--- src/rtl/alu_pkg.sv ---
// rtl/alu_pkg.sv - shared select codes, default widths and loader state encoding
package alu_pkg;

   localparam int DATA_W = 6;
   localparam int SEL_W  = 4;

   localparam logic [3:0] SEL_A = 4'b0001;
   localparam logic [3:0] SEL_B = 4'b0010;

   typedef enum logic [1:0] {
      LOAD_A   = 2'd0,
      LOAD_B   = 2'd1,
      LOAD_SEL = 2'd2,
      ISSUE    = 2'd3
   } load_state_t;

endpackage

--- src/rtl/alu_load_reg.sv ---
// rtl/alu_load_reg.sv - load-enable register, clears on asynchronous active-high reset
module alu_load_reg #(
   parameter int W = 6
) (
   input  logic         clk,
   input  logic         reset,
   input  logic         load,
   input  logic [W-1:0] d,
   output logic [W-1:0] q
);

   always_ff @(posedge clk or posedge reset) begin
      if (reset)
         q <= '0;
      else if (load)
         q <= d;
   end

endmodule

--- src/rtl/alu_operand_loader.sv ---
// rtl/alu_operand_loader.sv - collects A, B and select words into one held bundle for the ALU mux
// Optional select legality check: ALU_LOADER_SEL_CHECK_EN
module alu_operand_loader
   import alu_pkg::*;
#(
   parameter int DATA_W = alu_pkg::DATA_W,
   parameter int SEL_W  = alu_pkg::SEL_W,
   parameter int CNT_W  = 8
) (
   input  logic              clk,
   input  logic              reset,
   input  logic              in_valid,
   output logic              in_ready,
   input  logic [DATA_W-1:0] in_data,
   output logic              out_valid,
   input  logic              out_ready,
   output logic [DATA_W-1:0] A_Choice,
   output logic [DATA_W-1:0] B_Choice,
   output logic [SEL_W-1:0]  sel,
   output logic              sel_err,
   output logic [CNT_W-1:0]  txn_count
);

   load_state_t state;
   load_state_t state_nxt;
   logic        in_xfer;
   logic        sel_ok;
   logic        load_a;
   logic        load_b;
   logic        load_sel;

   // Held low while reset is asserted so no word is acknowledged and then dropped.
   assign in_ready  = !reset && (state != ISSUE);
   assign out_valid = (state == ISSUE);
   assign in_xfer   = in_valid && in_ready;

`ifdef ALU_LOADER_SEL_CHECK_EN
   assign sel_ok = (in_data[SEL_W-1:0] == SEL_W'(SEL_A)) ||
                   (in_data[SEL_W-1:0] == SEL_W'(SEL_B));
`else
   assign sel_ok = 1'b1;
`endif

   assign load_a   = in_xfer && (state == LOAD_A);
   assign load_b   = in_xfer && (state == LOAD_B);
   assign load_sel = in_xfer && (state == LOAD_SEL) && sel_ok;

   always_comb begin
      state_nxt = state;
      case (state)
         LOAD_A:   if (load_a)   state_nxt = LOAD_B;
         LOAD_B:   if (load_b)   state_nxt = LOAD_SEL;
         LOAD_SEL: if (load_sel) state_nxt = ISSUE;
         ISSUE:    if (out_ready) state_nxt = LOAD_A;
         default:  state_nxt = LOAD_A;
      endcase
   end

   always_ff @(posedge clk or posedge reset) begin
      if (reset) begin
         state     <= LOAD_A;
         txn_count <= '0;
      end else begin
         state <= state_nxt;
         if (out_valid && out_ready)
            txn_count <= txn_count + CNT_W'(1);
      end
   end

`ifdef ALU_LOADER_SEL_CHECK_EN
   logic sel_err_q;

   // Rejected select word is still consumed; flag it for exactly one cycle.
   always_ff @(posedge clk or posedge reset) begin
      if (reset)
         sel_err_q <= 1'b0;
      else
         sel_err_q <= in_xfer && (state == LOAD_SEL) && !sel_ok;
   end

   assign sel_err = sel_err_q;
`else
   assign sel_err = 1'b0;
`endif

   alu_load_reg #(.W(DATA_W)) u_reg_a (
      .clk   (clk),
      .reset (reset),
      .load  (load_a),
      .d     (in_data),
      .q     (A_Choice)
   );

   alu_load_reg #(.W(DATA_W)) u_reg_b (
      .clk   (clk),
      .reset (reset),
      .load  (load_b),
      .d     (in_data),
      .q     (B_Choice)
   );

   alu_load_reg #(.W(SEL_W)) u_reg_sel (
      .clk   (clk),
      .reset (reset),
      .load  (load_sel),
      .d     (in_data[SEL_W-1:0]),
      .q     (sel)
   );

endmodule
--- config.mk ---
export PLATFORM = sky130hd
export DESIGN_NAME = alu_operand_loader
export DESIGN_NICKNAME = d
export VERILOG_FILES = /design/src/rtl/alu_pkg.sv /design/src/rtl/alu_load_reg.sv /design/src/rtl/alu_operand_loader.sv
export SDC_FILE = /design/constraint.sdc
export NUM_CORES = 1
export LEC_CHECK = 0
export ABC_AREA = 1
export CAP_MARGIN = 40
export CORE_MARGIN = 8
export CORE_UTILIZATION = 40
export CTS_BUF_LIST = sky130_fd_sc_hd__clkbuf_4
export DETAILED_ROUTE_END_ITERATION = 7
export GPL_TIMING_DRIVEN = 0
export PLACE_DENSITY = 0.65
export RECOVER_POWER = 100
export SYNTH_ARGS = -nofsm -noshare
export SYNTH_HDL_FRONTEND = slang
export SYNTH_SLANG_ARGS = --single-unit
--- constraint.sdc ---
create_clock -name clk -period 3 [get_ports clk]
set_input_delay 0.6 -clock clk [delete_from_list [all_inputs] [get_ports clk]]
set_output_delay 0.6 -clock clk [all_outputs]
set_load 0.02 [all_outputs]
Word level (Yosys, flattened, before mapping)
Index checks and enable logic that the tools add are counted.

Add/subtract/negate cells: 1. Multiply operators: 0. Divide/modulo/power cells: 0. Order comparisons: 0. Eq/ne operators: 8. Shifts and indexed selects: 0. Muxes and demuxes: 5. Bitwise operators: 0. Reductions and logical operators: 9.

Operators with widths (count): adder 8 x 1 -> 8 bit (second input constant) (1); 2-to-1 mux 2 bit (4); inequality test 2 bit (second input constant) (4); one-hot mux 2 bit (4 select lines) (1); logical AND 1 bit (6); equality test 2 bit (second input constant) (2); AND reduction 4 bit (1); equality test 2 x 1 -> 1 bit (second input constant) (1); logical NOT 2 bit (1); inequality test 2 x 1 -> 1 bit (second input constant) (1); logical NOT 1 bit (1).

Register bits: 26. Latch bits: 0. Bits in writable memories: 0. ROM bits: 0. Bits of input ports: 10. Output and inout bits: 27. Memories kept: 0.

Longest topological paths before layout
Gate-level depths: netlist of run 1.

Depth in word-level cells: 6. Depth in mapped cells: 8. Mapped depth without buffers: 8.

Modules after synthesis
A second synthesis of run 1 with hierarchy kept.

Cell total of the unflattened synthesis: 149. Area total of the unflattened synthesis: 1229.9 µm².

By module, submodules not included: alu_operand_loader (instances 1, cells each 79, area an instance 626.9 µm², sequential area each 250.2 µm²); alu_load_reg (u_reg_a ...) (instances 2, cells each 26, area an instance 225.2 µm², sequential area each 150.1 µm²); alu_load_reg (u_reg_sel) (instances 1, cells each 18, area an instance 152.6 µm², sequential area each 100.1 µm²).

Worst setup path before layout of run 1
Ideal clock, no wire load.

Path type: reg-to-output. From: reg state[0]. To: out in_ready. Arrival: 952 ps. Setup slack: 1448 ps. Cell stages (with the launch flop): 3. Buffers on the path: 0. Path through: dfrtp_1 > ha_1 > nor2_4.

Word-level cells in the longest chain between the ends: 2.

Ends and longest elaborated chain: start: declaration (RTL line alu_operand_loader.sv:24) `load_state_t state;`; start signal: assignment (RTL line alu_operand_loader.sv:64) `state <= state_nxt;`; inequality test 2 bit (RTL line alu_operand_loader.sv:33) `assign in_ready = !reset && (state != ISSUE);`; logical AND 1 bit (RTL line alu_operand_loader.sv:33); end: declaration (RTL line alu_operand_loader.sv:13) `output logic in_ready,`.

No other way between the ends.

Worst setup path in the final report of run 1
From: in reset. To: out in_ready.

Word-level cells in the longest chain between the ends: 2.

Ends and longest elaborated chain: start: declaration (RTL line alu_operand_loader.sv:11) `input logic reset,`; logical NOT 1 bit (no line); logical AND 1 bit (RTL line alu_operand_loader.sv:33).

No other way between the ends.

==> results of run 1 <==
-- worst min-delay path, delay by kind of cell, from the launching register on --
kind / cells / cell delay [ns]
and+or+nand+nor: 1 / 0.06
DFF: 1 / 0.37
AOI/OAI and AO/OA: 1 / 0.05
-- cells by family after synthesis --
kind of cell,count (synthesis)
simple gates,56
buf+inv,23
fa+ha+maj,6
xor+xnor,4
mux,1
other cells,1
flops,26
compound gates,16
-- routing by layer --
metal	up-vias	GRT usage [%]	share of wire, %
li1	487	-	-
met1	437	11.8	43
met3	4	4.37	9.4
met2	29	17.5	47
met4	0	3.99	1.3
met5	-	0	0
-- sequential cells by signal (all words and copies together) (netlist names) --
name,cells
txn_count,8
state,2
u_reg_sel.q,4
u_reg_a.q,6
u_reg_b.q,6
-- cell type report --
class / count / area share, %
Tap cell: 46 / 3.43
Clock inverter: 1 / 1.79
Clock buffer: 3 / 1.34
Timing Repair Buffer: 36 / 21.1
Inverter: 20 / 4.55
Sequential cell: 26 / 38.7
Buffer: 3 / 0.894
Multi-Input combinational cell: 84 / 28.2
-- cells in the final DEF, fill, tap and decap left out, types with 5 or more instances in the layout --
| cell type | Yosys | layout |
|---|---|---|
| dlygate4sd3_1 | 0 | 27 |
| inv_1 | 19 | 19 |
| nand3_1 | 5 | 5 |
| nor2_1 | 2 | 5 |
| nand2_2 | 10 | 8 |
| dfrtp_1 | 26 | 26 |
| ha_1 | 6 | 6 |
| o21ai_0 | 0 | 10 |
| clkdlybuf4s50_1 | 0 | 8 |
| nand2_1 | 30 | 34 |
-- power breakdown --
group | total [uW] | leakage, uW | switching [uW] | internal [uW]
Combinational | 739 | 0.000506 | 414 | 324
Clock | 246 | 0.0000279 | 111 | 135
Sequential | 587 | 0.000320 | 98.0 | 489
-- synth_stat cells --
cell type / instances / area (sq um)
nand3_1: 5 / 25.0
nand2_2: 10 / 62.6
buf_12: 2 / 40.0
nor2_1: 2 / 7.51
o21ai_2: 12 / 105
dfrtp_1: 26 / 651
nand2_1: 30 / 113
xnor2_1: 2 / 17.5
o21ai_1: 4 / 20.0
or2_2: 1 / 6.26
buf_4: 1 / 7.51
nand2_4: 3 / 33.8
mux2_2: 1 / 11.3
clkinv_4: 1 / 8.76
nand3b_1: 1 / 7.51
nor2_4: 3 / 33.8
inv_1: 19 / 71.3
nand4_1: 1 / 6.26
xor2_1: 2 / 17.5
ha_1: 6 / 75.1
conb_1: 1 / 3.75
-- worst paths after layout --
check	start	to	slack, ns	depth (start not counted)
max	reset	in_ready	0.32	3
min	u_reg_a.q[3]	u_reg_a.q[3]	0.50	2
max reg2reg	state[1]	u_reg_a.q[1]	1.13	7
min reg2reg	u_reg_a.q[3]	u_reg_a.q[3]	0.50	2
max in group asynchronous	reset	u_reg_a.q[2]	1.11	3
min in group asynchronous	reset	u_reg_b.q[3]	0.65	2
-- per-stage QoR --
stage                     worst slack, ns  cell area [sq um]  utilization (%)
after floorplan                      1.45               1320                -
after global placement              0.562               1730             53.1
after detailed placement            0.546               1760             54.0
after CTS                           0.539               1810             55.6
after global routing                0.264               1680             51.5
final                               0.315               1680             51.5
==> results.md, run 1 <==
* Largest net degree at the start of global routing at 21
* Synthesized area at 0.00132 sq mm
* Register area share after synthesis at 49.1%
* Die H at 73.5 microns
* Total Wirelength at 2680 microns
* Final Cycle Share at 89.5%
* Initial Util at 40.6%
* Worst hold path type: reg -> reg
* Mapped Cells at 133
* Final-report setup violation count at 0
* CTS resizes at 0
* Clock skew at 0.00196 ns
* Clock transition at path regs at 0.15 ns
* Crit path cell chain: dlygate4sd3_1, nor2_1, clkdlybuf4s50_1
* CP max FO at 2
* Routed via count at 957
* Synth Area in Adders at 5.67%
* Worst Path Required at 2.40 ns
* Die Area at 0.00541 sq mm
* Initial antenna violation count at 0
* TritonCTS clock tree: yes
* Die width at 73.5 microns
* Yosys reg bits at 26
* Largest family of logic cells by synthesized area: simple AND/OR/NAND/NOR gates
* Clock H-tree levels at 1
* Flip-flop and latch area at 651 sq um
* Filler cells at 349
* Slowest Stage Delay on Critical Path at 0.68 ns
* Drt pass-1 iters at 4
* Layout area overhead at 26.8%
* Later-pin clock latency in the skew report at 0.33 ns
* Peak VDD IR at 0.000426 V
* RePlAce Congestion at 0.710
* Syn_area_per_cell at 9.95 sq um
* Cell Count, Final, Fillers Out at 219
* Synth cell types at 21
* Fin nets at 190
* Fin crit period at 2.68 ns
* Core Rows at 21
* Pwr/cell area at 936 mW/mm^2
* Hold WS at 0.499 ns
* Placed insts at 215
* Synthesized-area fraction occupied by and/or/nand/nor cells at 22.3%
* Max Cap Violations at 0
* Pleak at 0.000855 uW
* CP Capture Type: output port
* Outcome: complete, no violations
* YS warnings at 0
* CTS Buf Count at 3
* Layout cells sized above 1 at 12.1%
* Port Buffer Count at 35
* Clock sinks at 26
* Clock Tree Buf Depth at 2
* Final Hold Viols at 0
* Slowest-stage cell, CP: clkdlybuf4s50_1
* Worst setup SP type: input port
* I/O Pins at 37
* Overall power at 1570 uW
* First-pass GRT wire length at 4530 microns
* Syn_nets at 149
* 1st-iter DRT viols at 16
* Total GRT Usage at 10.6%
* Max-slew violations at 0
* Worst-Margin Slew at 1.06 ns
* Post CTS Setup Buffer Count at 0
* Fmax at 372 MHz
* Unrepaired setup endpoints after global routing: false
* Via/cell ratio at 4.37
* Footprint of the multi-input gates at 473 sq um
* DRT antenna net count at 0
* N_diodes at 0
* Critical path type: in -> out
* Post-synthesis xor/xnor area fraction at 2.65%
* DRC violations left at 0
* Core Box Area at 0.00326 sq mm
* DP HPWL at 2130 microns
* Number of global-route vias before repair at 1006
* Arr. time, crit path at 2.08 ns
* Setup tns final at 0 ns
* CP top delay family: buffers and inverters
* GRT overflow at 0
* Root buf cell: clkbuf_4
* Hold buffer count at CTS at 0
* Post-synthesis mux area share at 0.851%
* WL/cell at 12.2 microns
* CP Buf/Inv Count at 2
* Compound-gate portion of the synthesized area at 9.45%
* Max_slew headroom at 29.5%
Note: power is estimated with default switching activity, not from simulation.
==> run 2: changes to the inputs <==
Settings changed: CORE_UTILIZATION 40 to 35, PLACE_DENSITY 0.65 to 0.58.
==> results.md, run 2 (synthesized netlist as in run 1, its figures left out) <==
* Fin crit period at 2.71 ns
* DRC violations left at 0
* Layout area overhead at 27.3%
* Final-report setup violation count at 0
* Reg2reg setup slack at 1.12 ns
* Initial Util at 36.2%
* Met2 WL at 1210 microns
* Clock transition at path regs at 0.13 ns
* Unrepaired setup endpoints after global routing: false
* Clock Tree Buf Depth at 2
* Initial antenna violation count at 0
* Worst Path Required at 2.40 ns
* Critical path type: in -> out
* 1st-iter DRT viols at 20
* Total Wirelength at 2640 microns
* Total GRT Usage at 9.19%
* Highest routed layer: met4
* Final Hold Viols at 0
* Top cell by count, worst path: dlygate4sd3_1
* CP Capture Type: output port
* Slowest Stage Delay on Critical Path at 0.72 ns
* Setup tns final at 0 ns
* I/O Pins at 37
* Post CTS Setup Buffer Count at 0
* Port Buffer Count at 35
* RePlAce Congestion at 0.705
* Die H at 77.5 microns
* Cell area after layout at 0.00169 sq mm
* Fmax at 369 MHz
* First-pass GRT wire length at 4530 microns
* Layout cells sized above 1 at 12.7%
* CTS Buf Count at 3
* DRT antenna net count at 0
* CP max FO at 2
* Biggest register: txn_count
* Die width at 77.5 microns
* Drt pass-1 iters at 4
* Largest registers: txn_count (8), u_reg_a.q (6), u_reg_b.q (6)
* Worst setup SP type: input port
* Clock H-tree levels at 1
* Clock sinks at 26
* Outcome: complete, no violations
* N_diodes at 0
* Number of global-route vias before repair at 998
* Largest net degree at the start of global routing at 20
* Core Box Area at 0.00366 sq mm
* Final Cycle Share at 90.3%
* CP Buf/Inv Count at 2
* Clock skew at 0.0138 ns
* CTS resizes at 0
* WL/cell at 12.0 microns
* Routed via count at 956
* CP top delay family: buffers and inverters
* GRT overflow at 0
* Commonest non-fill, non-tap cells in the layout: nand2_1, dlygate4sd3_1, dfrtp_1, inv_1, o21ai_0
* Via/cell ratio at 4.33
* Metal3 WL at 241 microns
* Pwr/cell area at 923 mW/mm^2
* Max-slew violations at 0
* TritonCTS clock tree: yes
* Arr. time, crit path at 2.11 ns
* Max_slew headroom at 29.5%
* DP HPWL at 2040 microns
* Root buf cell: clkbuf_4
* Die Area at 0.00601 sq mm
* Slowest-stage cell, CP: dlygate4sd3_1
* Metal-1 WL at 1160 microns
* Fin nets at 190
* Commonest non-fill, non-tap cell in the layout: nand2_1
* Pleak at 0.000857 uW
* Peak VDD IR at 0.000344 V
* Hold buffer count at CTS at 0
* Max Cap Violations at 0
* Placed Area at 0.00176 sq mm
* Worst-Margin Slew at 1.06 ns
* Number of flip-flops in the largest register at 8
* Later-pin clock latency in the skew report at 0.33 ns
* Worst hold path type: reg -> reg
* Crit path cell chain: dlygate4sd3_1, nor2_1, dlygate4sd3_1
* Core Rows at 22
## run 2: cell counts in the layout (fill, tap and decap cells not counted)
Identical to the previous run, type by type.
## run 2: where the power goes
part           total (uW)  leakage [uW]  internal, uW  switching, uW
registers             587      0.000320           489           98.0
logic                 730      0.000508           324            406
clock network         239     0.0000279           135            104
## run 2: layout make-up
cell class | instances | area, sq um
clock inverters | 1 | 30.0
fillers | 380 | 1980
well taps | 48 | 60.1
clock buffers | 3 | 22.5
inverters | 20 | 76.3
multi-input cells | 84 | 477
repair buffers | 36 | 354
plain buffers | 3 | 15.0
flip-flops and latches | 26 | 651
## run 2: layer usage
layer / vias to the layer above / global-route usage [%]
met5: - / 0
met2: 29 / 14.8
met4: 0 / 3.96
met3: 4 / 4.03
li1: 486 / -
met1: 437 / 10.3
## run 2: worst paths after layout
check / from / to / cells after the start
min in group asynchronous: reset / state[1] / 2
worst min-delay path: u_reg_a.q[4] / u_reg_a.q[4] / 2
worst max-delay path: reset / in_ready / 3
max in group asynchronous: reset / u_reg_a.q[3] / 3
worst min register to register: u_reg_a.q[4] / u_reg_a.q[4] / 2
worst max register to register: state[1] / u_reg_b.q[5] / 7
## run 2: worst reg2reg max path, cell delays in order, from the launching register on
cell        delay (ns)
dfrtp_1           0.43
ha_1              0.27
nor2_1            0.11
nand2_4           0.08
clkinvlp_2        0.11
nand2_1           0.14
clkbuf_1          0.47
o21ai_0           0.15
## run 2: per-stage QoR
step	total power (uW)	hold slack (ns)	setup WS, ns	utilization, %	std cells
2_1_floorplan	1120	0.490	1.45	-	133
4_1_cts	1730	0.506	0.526	49.6	221
5_1_grt	1680	0.519	0.236	46.0	221
6_report	1560	0.491	0.290	46.0	221
3_5_place_dp	1480	0.472	0.552	48.1	217
3_3_place_gp	1460	0.468	0.555	47.4	216
